**config.mk**
```make
export PLATFORM = sky130hd
export DESIGN_NAME = tron_move_ctrl
export DESIGN_NICKNAME = d
export VERILOG_FILES = /design/src/rtl/tron_pkg.sv /design/src/rtl/tron_dir_filter.sv /design/src/rtl/tron_move_ctrl.sv
export SDC_FILE = /design/constraint.sdc
export NUM_CORES = 1
export LEC_CHECK = 0
export ABC_AREA = 0
export CAP_MARGIN = 20
export CORE_MARGIN = 2
export CORE_UTILIZATION = 59
export CTS_BUF_LIST = sky130_fd_sc_hd__clkbuf_8
export DETAILED_ROUTE_END_ITERATION = 16
export PLACE_DENSITY_LB_ADDON = 0.08
export REMOVE_ABC_BUFFERS = 1
export SLEW_MARGIN = 20
export SYNTH_ARGS = -nofsm -noshare
export SYNTH_HDL_FRONTEND = slang
export SYNTH_SLANG_ARGS = --single-unit
```
**constraint.sdc**
```tcl
create_clock -name CLOCK_50 -period 2.95 [get_ports CLOCK_50]
set_input_delay 0.59 -clock CLOCK_50 [delete_from_list [all_inputs] [get_ports CLOCK_50]]
set_output_delay 0.59 -clock CLOCK_50 [all_outputs]
set_load 0.1 [all_outputs]
```
**src/rtl/tron_pkg.sv**
```systemverilog
// Shared types and constants for the TRON light-cycle movement controller:
// direction and owner codes, sequencer states and default grid size.
package tron_pkg;

   typedef enum logic [1:0] {
      DIR_UP    = 2'b00,
      DIR_RIGHT = 2'b01,
      DIR_DOWN  = 2'b10,
      DIR_LEFT  = 2'b11
   } dir_t;

   localparam logic [1:0] ID_P1 = 2'b01;
   localparam logic [1:0] ID_P2 = 2'b10;

   typedef enum logic [3:0] {
      ST_INIT1,
      ST_INIT2,
      ST_IDLE,
      ST_RD1,
      ST_RD2,
      ST_CHK,
      ST_WR1,
      ST_WR2,
      ST_DEAD
   } state_t;

   localparam int unsigned GRID_W_DEF = 160;
   localparam int unsigned GRID_H_DEF = 120;

   // Opposite directions differ only in the upper bit of the code.
   function automatic dir_t opposite(input dir_t d);
      return dir_t'(d ^ 2'b10);
   endfunction

endpackage

```
**src/rtl/tron_dir_filter.sv**
```systemverilog
// Per-player steering filter: holds the pending and committed directions and
// drops requests that would reverse the cycle onto its own trail.
module tron_dir_filter
   import tron_pkg::*;
#(
   parameter dir_t DIR0 = DIR_RIGHT
) (
   input  logic clk,
   input  logic rst_n,
   input  logic req_valid,
   input  dir_t req_dir,
   input  logic commit,
   output dir_t pending,
   output dir_t committed
);

   always_ff @(posedge clk or negedge rst_n) begin
      if (!rst_n) begin
         pending   <= DIR0;
         committed <= DIR0;
      end else begin
         if (commit) begin
            committed <= pending;
         end
         // A request arriving with a commit is judged against the old direction
         // and only takes effect on the following commit.
         if (req_valid && (req_dir != opposite(committed))) begin
            pending <= req_dir;
         end
      end
   end

endmodule

```
**src/rtl/tron_move_ctrl.sv**
```systemverilog
// Per-tick movement sequencer for the two light-cycles: next-cell computation,
// two reads then two writes on the shared trail grid, and collision resolution.
module tron_move_ctrl
   import tron_pkg::*;
#(
   parameter int unsigned GRID_W = GRID_W_DEF,
   parameter int unsigned GRID_H = GRID_H_DEF,
   parameter int unsigned X_W    = 8,
   parameter int unsigned Y_W    = 7,
   parameter int unsigned P1_X0  = 20,
   parameter int unsigned P1_Y0  = 60,
   parameter int unsigned P2_X0  = 140,
   parameter int unsigned P2_Y0  = 60
) (
   input  logic           CLOCK_50,
   input  logic           resetn,
   input  logic           tick,
   input  logic           p1_req_valid,
   input  logic           p2_req_valid,
   input  logic [1:0]     p1_req_dir,
   input  logic [1:0]     p2_req_dir,
   output logic [X_W-1:0] grid_x,
   output logic [Y_W-1:0] grid_y,
   output logic           grid_re,
   input  logic           grid_rd_occ,
   output logic           grid_we,
   output logic [1:0]     grid_wr_id,
   output logic [X_W-1:0] p1_x,
   output logic [Y_W-1:0] p1_y,
   output logic [X_W-1:0] p2_x,
   output logic [Y_W-1:0] p2_y,
   output logic [1:0]     p1_dir,
   output logic [1:0]     p2_dir,
   output logic           busy,
   output logic           game_over,
   output logic [1:0]     winner
);

   state_t         state;
   dir_t           p1_pend, p1_cmt, p2_pend, p2_cmt;
   logic           commit, p1_req_ok, p2_req_ok;
   logic [X_W-1:0] c1_x, c2_x, n1_x, n2_x;
   logic [Y_W-1:0] c1_y, c2_y, n1_y, n2_y;
   logic           c1_off, c2_off, off1, off2, occ1;
   logic           same, dead1, dead2;

   assign commit    = (state == ST_IDLE) && tick;
   assign p1_req_ok = p1_req_valid && (state != ST_DEAD);
   assign p2_req_ok = p2_req_valid && (state != ST_DEAD);
   assign p1_dir    = p1_cmt;
   assign p2_dir    = p2_cmt;

   tron_dir_filter #(.DIR0(DIR_RIGHT)) u_p1_filter (
      .clk       (CLOCK_50),
      .rst_n     (resetn),
      .req_valid (p1_req_ok),
      .req_dir   (dir_t'(p1_req_dir)),
      .commit    (commit),
      .pending   (p1_pend),
      .committed (p1_cmt)
   );

   tron_dir_filter #(.DIR0(DIR_LEFT)) u_p2_filter (
      .clk       (CLOCK_50),
      .rst_n     (resetn),
      .req_valid (p2_req_ok),
      .req_dir   (dir_t'(p2_req_dir)),
      .commit    (commit),
      .pending   (p2_pend),
      .committed (p2_cmt)
   );

   // Off-grid moves keep the current cell so the read still has a legal address.
   function automatic void next_cell(input  dir_t           d,
                                     input  logic [X_W-1:0] x,
                                     input  logic [Y_W-1:0] y,
                                     output logic [X_W-1:0] nx,
                                     output logic [Y_W-1:0] ny,
                                     output logic           off);
      nx  = x;
      ny  = y;
      off = 1'b0;
      case (d)
         DIR_UP:    if (y == '0) off = 1'b1; else ny = y - Y_W'(1);
         DIR_RIGHT: if (x == X_W'(GRID_W - 1)) off = 1'b1; else nx = x + X_W'(1);
         DIR_DOWN:  if (y == Y_W'(GRID_H - 1)) off = 1'b1; else ny = y + Y_W'(1);
         DIR_LEFT:  if (x == '0) off = 1'b1; else nx = x - X_W'(1);
      endcase
   endfunction

   // The pending direction is the one committed on this tick.
   always_comb begin
      next_cell(p1_pend, p1_x, p1_y, c1_x, c1_y, c1_off);
      next_cell(p2_pend, p2_x, p2_y, c2_x, c2_y, c2_off);
   end

   assign same  = (n1_x == n2_x) && (n1_y == n2_y);
   assign dead1 = off1 | occ1 | same;
   assign dead2 = off2 | grid_rd_occ | same;

   always_ff @(posedge CLOCK_50 or negedge resetn) begin
      if (!resetn) begin
         state      <= ST_INIT1;
         busy       <= 1'b1;
         grid_re    <= 1'b0;
         grid_we    <= 1'b0;
         grid_x     <= '0;
         grid_y     <= '0;
         grid_wr_id <= '0;
         p1_x       <= X_W'(P1_X0);
         p1_y       <= Y_W'(P1_Y0);
         p2_x       <= X_W'(P2_X0);
         p2_y       <= Y_W'(P2_Y0);
         n1_x       <= '0;
         n1_y       <= '0;
         n2_x       <= '0;
         n2_y       <= '0;
         off1       <= 1'b0;
         off2       <= 1'b0;
         occ1       <= 1'b0;
         game_over  <= 1'b0;
         winner     <= '0;
      end else begin
         grid_re <= 1'b0;
         grid_we <= 1'b0;
         case (state)
            ST_INIT1: begin
               grid_we    <= 1'b1;
               grid_x     <= X_W'(P1_X0);
               grid_y     <= Y_W'(P1_Y0);
               grid_wr_id <= ID_P1;
               state      <= ST_INIT2;
            end
            ST_INIT2: begin
               grid_we    <= 1'b1;
               grid_x     <= X_W'(P2_X0);
               grid_y     <= Y_W'(P2_Y0);
               grid_wr_id <= ID_P2;
               busy       <= 1'b0;
               state      <= ST_IDLE;
            end
            ST_IDLE: begin
               if (tick) begin
                  n1_x    <= c1_x;
                  n1_y    <= c1_y;
                  n2_x    <= c2_x;
                  n2_y    <= c2_y;
                  off1    <= c1_off;
                  off2    <= c2_off;
                  grid_re <= 1'b1;
                  grid_x  <= c1_x;
                  grid_y  <= c1_y;
                  busy    <= 1'b1;
                  state   <= ST_RD1;
               end
            end
            ST_RD1: begin
               grid_re <= 1'b1;
               grid_x  <= n2_x;
               grid_y  <= n2_y;
               state   <= ST_RD2;
            end
            ST_RD2: begin
               occ1  <= grid_rd_occ;
               state <= ST_CHK;
            end
            ST_CHK: begin
               if (dead1 || dead2) begin
                  game_over <= 1'b1;
                  winner    <= {dead1, dead2};
                  state     <= ST_DEAD;
               end else begin
                  grid_we    <= 1'b1;
                  grid_x     <= n1_x;
                  grid_y     <= n1_y;
                  grid_wr_id <= ID_P1;
                  state      <= ST_WR1;
               end
            end
            ST_WR1: begin
               grid_we    <= 1'b1;
               grid_x     <= n2_x;
               grid_y     <= n2_y;
               grid_wr_id <= ID_P2;
               state      <= ST_WR2;
            end
            ST_WR2: begin
               p1_x  <= n1_x;
               p1_y  <= n1_y;
               p2_x  <= n2_x;
               p2_y  <= n2_y;
               busy  <= 1'b0;
               state <= ST_IDLE;
            end
            ST_DEAD: begin
            end
         endcase
      end
   end

endmodule

```
After elaboration in Yosys (flattened, before gate mapping)

Cells that the tools add are included.

Add/subtract/negate cells: 8
Multipliers: 0
Div/mod/pow operators: 0
Order comparisons: 0
Eq/ne operators: 24
Shift-type cells: 0
Mux-type cells: 39
Bitwise operators: 6
Reductions and logical operators: 31

Operator list:

| operator                                                           | number |
|---|---|
| 8-bit 2-to-1 mux                                                   | 6 |
| 7-bit 2-to-1 mux                                                   | 6 |
| 8-bit case mux with 5 select lines                                 | 1 |
| 8-bit case mux with 2 select lines                                 | 2 |
| 4-bit case mux with 7 select lines                                 | 1 |
| 7-bit case mux with 2 select lines                                 | 2 |
| 7-bit case mux with 4 select lines                                 | 1 |
| 8-bit by 1-bit adder with 8-bit output, second input constant      | 2 |
| 4-bit by 3-bit == test with 1-bit output, second input constant    | 4 |
| 8-bit == test, second input constant                               | 2 |
| 8-bit logical NOT                                                  | 2 |
| 8-bit by 1-bit subtractor with 8-bit output, second input constant | 2 |
| 7-bit by 1-bit adder with 7-bit output, second input constant      | 2 |
| 7-bit == test, second input constant                               | 2 |
| 7-bit logical NOT                                                  | 2 |
| 7-bit by 1-bit subtractor with 7-bit output, second input constant | 2 |
| 1-bit 2-to-1 mux                                                   | 11 |
| 2-bit AND reduction                                                | 5 |
| 2-bit == test, second input constant                               | 4 |
| 4-bit by 2-bit == test with 1-bit output, second input constant    | 2 |
| 8-bit == test                                                      | 1 |
| 4-bit 2-to-1 mux                                                   | 2 |
| 1-bit case mux with 4 select lines                                 | 2 |
| 2-bit OR reduction                                                 | 4 |
| 22 further kinds                                                   | 38 |

Bits in registers: 98
Bits in latches: 0
RAM bits: 0
Bits in read-only memories: 0
Bits of input ports: 10
Output and inout port bits: 57
Logic and storage cells: 132
Memories: 0

Depth between registers and ports, before layout

Gate-level depths: netlist of the first run.

Word-level depth: 6
Depth in mapped cells: 9
Depth with buffers taken out: 8

Hierarchy

From an unflattened synthesis of the first run, not the netlist that was laid out.

Cell total of the unflattened synthesis: 707
Area total of the unflattened synthesis: 6,291.0 µm²

Modules (own cells, without submodules):

| module                        | instances | cells an instance | area each (µm²) | sequential area each (µm²) |
|---|---|---|---|---|
| tron_move_ctrl                | 1         | 669               | 5,890.6         | 2,269.7 |
| tron_dir_filter (u_p2_filter) | 1         | 19                | 201.4           | 105.1 |
| tron_dir_filter (u_p1_filter) | 1         | 19                | 198.9           | 102.6 |

Worst setup path after synthesis of the first run

OpenSTA, ideal clock, no wires.

Kind: register -> register
Start point: register p2_x[0]
End point: register n2_x[3]
Setup time: 0.125 ns
Data arrival time: 2.782 ns
Data required time: 2.825 ns
Setup slack: 0.044 ns
Cell stages (with the launch flop): 9
Buffers on the path: 0
Period minus slack after synthesis: 2.906 ns
Cells stage by stage: dfrtp_1 > inv_1 > ha_1 > or4b_1 > o311ai_1 > nor3_1 > a21oi_1 > o21ai_0 > mux2_2

Word-level cells in the longest chain between the ends: 3
Elaborated cells on any way between the ends: 7
Classes of those cells: add/sub: 2; eq/ne: 1; mux: 3; reduce/logical: 1

Ends and longest elaborated chain:

| element                                                                   | line                                       | text |
|---|---|---|
| start: declaration                                                        | tron_move_ctrl.sv:30                       | `output logic [X_W-1:0] p2_x,` |
| start signal: assignment                                                  | tron_move_ctrl.sv:112                      | `p2_x <= X_W'(P2_X0);` |
| start signal: assignment                                                  | tron_move_ctrl.sv:190                      | `p2_x <= n2_x;` |
| 8-bit by 1-bit subtractor with 8-bit output, or another cell as far along | tron_move_ctrl.sv:87                       | `DIR_LEFT: if (x == '0) off = 1'b1; else nx = x - X_W'(1);` |
| 8-bit 2-to-1 mux (on tied branches)                                       | tron_move_ctrl.sv:87, tron_move_ctrl.sv:85 |  |
| 8-bit case mux with 2 select lines *                                      | tron_move_ctrl.sv:83                       | `case (d)` |
| end signal: assignment                                                    | tron_move_ctrl.sv:116                      | `n2_x <= '0;` |
| end signal: assignment                                                    | tron_move_ctrl.sv:146                      | `n2_x <= c2_x;` |
| end: declaration                                                          | tron_move_ctrl.sv:42                       | `logic [X_W-1:0] c1_x, c2_x, n1_x, n2_x;` |

Mark *: on every way between the ends. The rest lies on a longest branch, timed or not.
A chain may end at the register's enable or synchronous reset.

Worst setup path after layout of the first run

Start point: register n1_x[7]
End point: register grid_y[0]

Word-level cells in the longest chain between the ends: 6
Elaborated cells on any way between the ends: 7
Classes of those cells: eq/ne: 2; bitwise: 2; reduce/logical: 3

Ends and longest elaborated chain:

| element                                | line                                       | text |
|---|---|---|
| start: declaration                     | tron_move_ctrl.sv:42                       |  |
| start signal: assignment               | tron_move_ctrl.sv:114                      | `n1_x <= '0;` |
| start signal: assignment               | tron_move_ctrl.sv:144                      | `n1_x <= c1_x;` |
| 8-bit == test *                        | tron_move_ctrl.sv:97                       | `assign same = (n1_x == n2_x) && (n1_y == n2_y);` |
| 1-bit logical AND *                    | tron_move_ctrl.sv:97                       |  |
| 1-bit bitwise OR (on tied branches)    | tron_move_ctrl.sv:98, tron_move_ctrl.sv:99 |  |
| 1-bit logical OR *                     | tron_move_ctrl.sv:168                      | `if (dead1 \|\| dead2) begin` |
| 2-bit != test (no source line) *       | n/a                                        |  |
| 3-bit AND reduction (no source line) * | n/a                                        |  |
| end signal: assignment                 | tron_move_ctrl.sv:160                      | `grid_y <= n2_y;` |
| end signal: assignment                 | tron_move_ctrl.sv:175                      | `grid_y <= n1_y;` |
| end signal: assignment                 | tron_move_ctrl.sv:183                      | `grid_y <= n2_y;` |
| end: declaration                       | tron_move_ctrl.sv:23                       | `output logic [Y_W-1:0] grid_y,` |

Marks and branches as above.

==> impl_metrics.py, run 1 <==
metrics = {
    "sta": {
        "drv_slew": 0,
        "slew_headroom_pct": 55.36,
        "timing.final.ws_setup_ns": 0.4670,
        "finClkSkew_ns": 0.01307,
        "fin_crit_ns": 2.483,
        "fmax_ghz": 0.4027,
        "rsz0062_at_grt": "false",
        "period_share_pct": 84.17,
        "fin_setup_tns_ns": 0,
        "worst_pin_slew_ns": 0.6697,
        "setup_viol": 0,
        "hold_violations": 0,
    },
    "critical_path": {
        "end_kind": "flop",
        "startpoint_type": "flop",
        "cp_slowest_stage_delay_ns": 0.50,
        "path_class": "reg2reg",
        "cpLargestDelayFamily": "compound AO/OA/AOI/OAI gates",
        "path_max_fanout": 9,
        "crit_buf_inv": 0,
        "slowest_stage": "o31a_1",
        "critPathRequiredTime_ns": 3.20,
        "crit_chain": "xor2_1 -> nor4_1 -> nand4_1 -> o211ai_1 -> o31a_1 -> mux2_2",
        "cp.arrival_ns": 2.73,
    },
    "yosys": {
        "syn_avg_cell_area_sq_um": 8.819,
        "yosysSeqAreaShare_pct": 39.90,
        "synth_edf_count": 0,
        "yosysWarnings": 0,
        "syn-instance-count": 704,
        "synth_ff_type": "dfrtp_1",
        "ys_ff_latch": 98,
        "syn_area_sq_um": 6208,
        "async_flop_share_pct": 100.0,
        "synth.distinct_cells": 73,
    },
    "layout": {
        "multi_input_comb_area_sq_um": 3447,
        "drive_gt1_share_pct": 21.96,
        "diodes": 0,
        "nNetsFinal": 771,
        "register_area_sq_um": 2477,
        "area_growth_pct": 13.66,
        "fill_cells": 843,
    },
    "global_routing": {
        "grt_use_total_pct": 30.87,
        "antenna_found_initial": 0,
        "grt_pass1_wl_mm": 27.68,
        "grt_start_max_net_pins": 51,
        "overflow": 0,
        "grt_pass1_vias": 5384,
    },
    "floorplanning": {
        "num_io_pins": 67,
        "initial_utilization_pct": 60.41,
        "die-height_um": 106.6,
        "dieArea_sq_um": 11360,
        "coreArea_sq_um": 10280,
        "row_count": 37,
        "die_x_um": 106.6,
    },
    "route": {
        "dr.first_iter.drc_count": 449,
        "drtAntennaViolNets": 0,
        "drc": 0,
        "wl_met2_mm": 8.075,
        "met3WireLength_um": 999,
        "wl_per_cell_um": 19.17,
        "maxUsedRoutingLayer": "met4",
        "wl_met1_mm": 7.605,
        "vias": 5632,
        "drt_wl_total_mm": 17.10,
        "first_pass_iters": 5,
        "via_per_inst": 6.314,
    },
    "clock_network": {
        "cts_resized": 0,
        "clk_latency_ns": 0.37,
        "cts_tree": "yes",
        "path_clk_slew_ns": 0.10,
        "clock_sinks": 98,
        "cts_htree_levels": 3,
        "cts_made_buffers": 9,
        "cts_hold_buf": 0,
        "post_cts_buffers": 0,
        "ctsLongestPathBuffers": 2,
        "clockRootBuffer": "clkbuf_8",
    },
    "placed_design": {
        "place_ws_ns": 0.4269,
        "io_buffers": 66,
        "dp_hpwl_mm": 12.17,
        "gp_congestion": 0.8833,
    },
    "outcome": {
        "status": "finished clean",
    },
    "run": {
        "cap_violations": 0,
    },
    "worst_hold_path": {
        "hold_class": "in2async",
    },
}
==> layout make-up <==
type,instances,share of cell area [%]
multi-input combinational,535,48.85
timing repair buffer,86,9.610
inverter,21,1.117
tap,136,2.411
clock buffer,11,2.145
clock inverter,5,0.7624
sequential,98,35.11
==> through the flow <==
step	std cells	cell area [sq um]	utilization, %	hold slack [ns]
finish	892	7057	68.66	0.2515
global route	892	7057	68.66	0.2908
CTS	892	7057	68.66	0.2630
detailed placement	876	6852	66.67	0.4592
global placement	876	6852	66.67	0.4555
floorplan	654	6003	-	0.2944
==> cells in the final DEF, fill, tap and decap left out, types with 4 or more instances in the layout <==
cell type        Yosys  routed
inv_1               21      22
and3_1               8       8
xnor2_1             11      11
nor3_1              20      20
clkdlybuf4s50_1      0       8
o2bb2ai_1            7       7
o22ai_1              6       6
nand2b_1            13      13
o21ai_0             67      67
mux2_2              41      41
xor2_1              17      17
dfrtp_1             78      78
nor4_1               5       5
o21a_1              10      10
a21oi_1             38      38
clkbuf_8             0      11
nor2_1              54      54
nand3_1             19      19
buf_4                0      77
a211o_1              4       4
nand2_1             82      82
ha_1                10      10
nor2b_1             10      10
a31oi_1              8       8
a221o_1              4       4
nor3b_1              4       4
nand4_1              7       7
mux2i_1              9       9
dfstp_2             20      20
o31ai_1              5       5
or3_1                8       8
==> state kept, by name (all words and copies together) (netlist names), 4 cells and up <==
register,count
n2_y,7
grid_x,8
p2_y,7
p1_x,8
n1_x,8
n1_y,7
p2_x,8
grid_y,7
n2_x,8
state,4
p1_y,7
==> kinds of logic (layout without fill, tap and decap cells) <==
| family | Yosys count | count (layout) | share of synthesized area [%] |
|---|---|---|---|
| adder cells (fa/ha/maj) | 11 | 11 | 2.177 |
| AO/OA/AOI/OAI | 194 | 194 | 20.19 |
| flip-flops | 98 | 98 | 39.90 |
| AND/OR/NAND/NOR | 252 | 252 | 20.31 |
| XOR/XNOR | 28 | 28 | 3.950 |
| buffers and inverters | 71 | 123 | 4.575 |
| multiplexers | 50 | 50 | 8.888 |
==> synth_stat cells (3+ instances only) <==
| library cell | count | area, sq um |
|---|---|---|
| nand3b_1 | 3 | 22.52 |
| o31a_1 | 3 | 26.28 |
| nor2_1 | 54 | 202.7 |
| dfstp_2 | 20 | 525.5 |
| o21ai_0 | 67 | 335.3 |
| o311ai_0 | 3 | 26.28 |
| o2bb2ai_1 | 7 | 61.31 |
| dfrtp_1 | 78 | 1952 |
| a221o_1 | 4 | 40.04 |
| clkbuf_1 | 44 | 165.2 |
| ha_1 | 10 | 125.1 |
| o211ai_1 | 3 | 22.52 |
| nor4_1 | 5 | 31.28 |
| o22ai_1 | 6 | 37.54 |
| o21a_1 | 10 | 75.07 |
| a21oi_1 | 38 | 190.2 |
| nor3_1 | 20 | 100.1 |
| or3_1 | 8 | 50.05 |
| a22oi_1 | 3 | 22.52 |
| xor2_1 | 17 | 148.9 |
| and3_1 | 8 | 50.05 |
| xnor2_1 | 11 | 96.34 |
| nand2b_1 | 13 | 81.33 |
| a21o_1 | 3 | 22.52 |
| inv_1 | 21 | 78.83 |
| nand2_1 | 82 | 307.8 |
| a31oi_1 | 8 | 50.05 |
| nand3_1 | 19 | 95.09 |
| nand4_1 | 7 | 43.79 |
| a221oi_1 | 3 | 26.28 |
| o31ai_1 | 5 | 37.54 |
| a2bb2oi_1 | 3 | 26.28 |
| nor2b_1 | 10 | 62.56 |
| mux2i_1 | 9 | 90.09 |
| a211o_1 | 4 | 35.03 |
| mux2_2 | 41 | 461.7 |
| nor3b_1 | 4 | 30.03 |
==> final timing paths <==
kind / slack (ns) / cells after the start / end / start
max in group asynchronous: 1.94 / 2 / p1_y[2] / resetn
min in group CLOCK_50: 0.49 / 1 / game_over / game_over
setup reg to reg: 0.47 / 6 / grid_y[0] / n1_x[7]
setup / recovery: 0.47 / 6 / grid_y[0] / n1_x[7]
hold / removal: 0.25 / 1 / state[1] / resetn
hold reg to reg: 0.49 / 1 / game_over / game_over
==> layer usage <==
| metal | global-route usage, % | vias up |
|---|---|---|
| li1 | - | 2633 |
| met1 | 44.10 | 2700 |
| met2 | 48.27 | 261 |
| met3 | 3.891 | 38 |
| met4 | 11.78 | 0 |
| met5 | 0 | - |
Power of run 1 is left out: the tool's default activity adds up to more than one toggle a clock period on the data nets, which glitch-free logic cannot reach.
==> inputs of run 2 (changes only) <==
--- a/config.mk
+++ b/config.mk
@@ -8,7 +8,7 @@
 export ABC_AREA = 0
 export CAP_MARGIN = 20
 export CORE_MARGIN = 2
-export CORE_UTILIZATION = 59
+export CORE_UTILIZATION = 53
 export CTS_BUF_LIST = sky130_fd_sc_hd__clkbuf_8
 export DETAILED_ROUTE_END_ITERATION = 16
 export PLACE_DENSITY_LB_ADDON = 0.08
==> constraint.sdc (replaced) <==
create_clock -name CLOCK_50 -period 2 [get_ports CLOCK_50]
set_input_delay 0.4 -clock CLOCK_50 [delete_from_list [all_inputs] [get_ports CLOCK_50]]
set_output_delay 0.4 -clock CLOCK_50 [all_outputs]
set_load 0.1 [all_outputs]
==> run 2 against run 1 <==
  * Via count is 13% higher
  * Global-route usage grew 1.3 points
  * Setup slack got worse by 0.67 ns
  * Clock-buffer cell count grew 1
  * The run now ends with negative setup slack left
  * Fmax up 13%
==> impl_metrics.py, run 2 (synthesized netlist as in run 1, its figures left out) <==
metrics = {
    "floorplanning": {
        "die-height_um": 112.2,
        "coreArea_sq_um": 11420,
        "row_count": 39,
        "num_io_pins": 67,
        "initial_utilization_pct": 54.37,
        "dieArea_sq_um": 12600,
        "die_x_um": 112.2,
    },
    "global_routing": {
        "grt_use_total_pct": 32.20,
        "antenna_found_initial": 0,
        "overflow": 0,
        "grt_pass1_vias": 6098,
        "grt_start_max_net_pins": 35,
        "grt_pass1_wl_mm": 32.55,
    },
    "route": {
        "vias": 6387,
        "drtAntennaViolNets": 0,
        "first_pass_iters": 6,
        "dr.first_iter.drc_count": 719,
        "via_per_inst": 6.106,
        "drc": 0,
        "maxUsedRoutingLayer": "met4",
        "met3WireLength_mm": 1.374,
        "drt_wl_total_mm": 20.15,
        "wl_met1_mm": 8.937,
        "wl_met2_mm": 9.365,
        "wl_per_cell_um": 19.27,
    },
    "layout": {
        "drive_gt1_share_pct": 41.75,
        "nNetsFinal": 918,
        "fill_cells": 736,
        "area_growth_pct": 47.18,
        "final_common_cell": "buf_4",
        "finalCoreUtilization_pct": 80.02,
        "final_cell_count_no_fill": 1046,
        "final_cell_mix": "169 x buf_4, 82 x nand2_1, 75 x dfrtp_1, 53 x o21ai_0, 50 x nor2_1",
        "diodes": 0,
    },
    "outcome": {
        "status": "complete, but fails checks",
        "violations": "negative setup slack",
    },
    "worst_hold_path": {
        "hold_class": "reg2reg",
    },
    "sta": {
        "finClkSkew_ns": 0.01175,
        "hold_ws_ns": 0.4844,
        "rsz0062_at_grt": "true",
        "setup_viol": 21,
        "timing.final.ws_setup_ns": -0.2057,
        "fmax_ghz": 0.4534,
        "worst_pin_slew_ns": 0.4675,
        "hold_violations": 0,
        "period_share_pct": 110.3,
        "fin_crit_ns": 2.206,
        "drv_slew": 0,
        "slew_headroom_pct": 68.59,
    },
    "placed_design": {
        "dp_hpwl_mm": 14.19,
        "gp_congestion": 0.9383,
        "dp_cells": 1007,
        "io_buffers": 66,
    },
    "clock_network": {
        "cts_made_buffers": 9,
        "cts_htree_levels": 3,
        "clk_latency_ns": 0.38,
        "clock_sinks": 98,
        "ctsLongestPathBuffers": 2,
        "clockRootBuffer": "clkbuf_8",
        "cts_tree": "yes",
        "path_clk_slew_ns": 0.10,
    },
    "critical_path": {
        "crit_chain": "inv_2 -> ha_4 -> or4b_4 -> o311a_1 -> a21o_1 -> a21oi_2 -> o21ai_1 -> mux2_2",
        "cp_slowest_stage_delay_ns": 0.51,
        "crit_buf_inv": 1,
        "path_class": "reg2reg",
        "end_kind": "flop",
        "path_max_fanout": 4,
        "cpLargestDelayFamily": "compound AO/OA/AOI/OAI gates",
        "r2r_slack_ns": -0.21,
        "critPathRequiredTime_ns": 2.27,
        "startpoint_type": "flop",
        "cp.arrival_ns": 2.47,
        "slowest_stage": "or4b_4",
    },
    "run": {
        "cap_violations": 0,
    },
}
## run 2: cell types whose count changed in the layout (fill, tap and decap cells not counted), sizes merged
cell	previous run	this run
buf	78	224
bufinv	1	2
clkbuf	11	12
clkinvlp	2	1
dlygate4sd3	0	1
inv	22	21
## run 2: layout make-up
type                            instances  area (sq um)  area share, %
Inverter                               21         78.83         0.8627
Clock inverter                          4         72.57         0.7942
Clock buffer                           12         165.2          1.807
Multi-Input combinational cell        535          3837          42.00
Tap cell                              143         178.9          1.958
Sequential cell                        98          2481          27.15
Timing Repair Buffer                  233          2323          25.43
## run 2: repair_timing
item                                   CTS  global route
endpoints found under the hold margin   17             0
hold buffers                             1             0
resized for setup                       62            56
pin swaps                               27            27
setup buffers                           18            10
setup endpoints to repair               27            45
## run 2: worst paths after layout
path / startpoint / endpoint / cells after the start
worst max-delay path: p2_x[0] / n2_x[3] / 8
worst max register to register: p2_x[0] / n2_x[3] / 8
worst min-delay path: game_over / game_over / 1
min in group asynchronous: resetn / p1_y[0] / 2
worst min register to register: game_over / game_over / 1
max in group asynchronous: resetn / p2_y[5] / 3
## run 2: routing by layer
layer,track usage [%],up-vias
li1,-,2936
met1,47.43,3120
met2,49.56,295
met3,4.104,36
met4,10.81,0
met5,0,-
## run 2: metrics by stage
step                setup TNS, ns  setup WS, ns  cell area, sq um
global placement           -2.326       -0.2138              8254
finish                     -2.534       -0.2057              9138
floorplan                  -35.86       -0.9086              6003
CTS                       -0.8033       -0.1767              8866
detailed placement         -2.922       -0.2738              8254
global route               -4.865       -0.2826              9138
Power of run 2 is left out for the same reason.
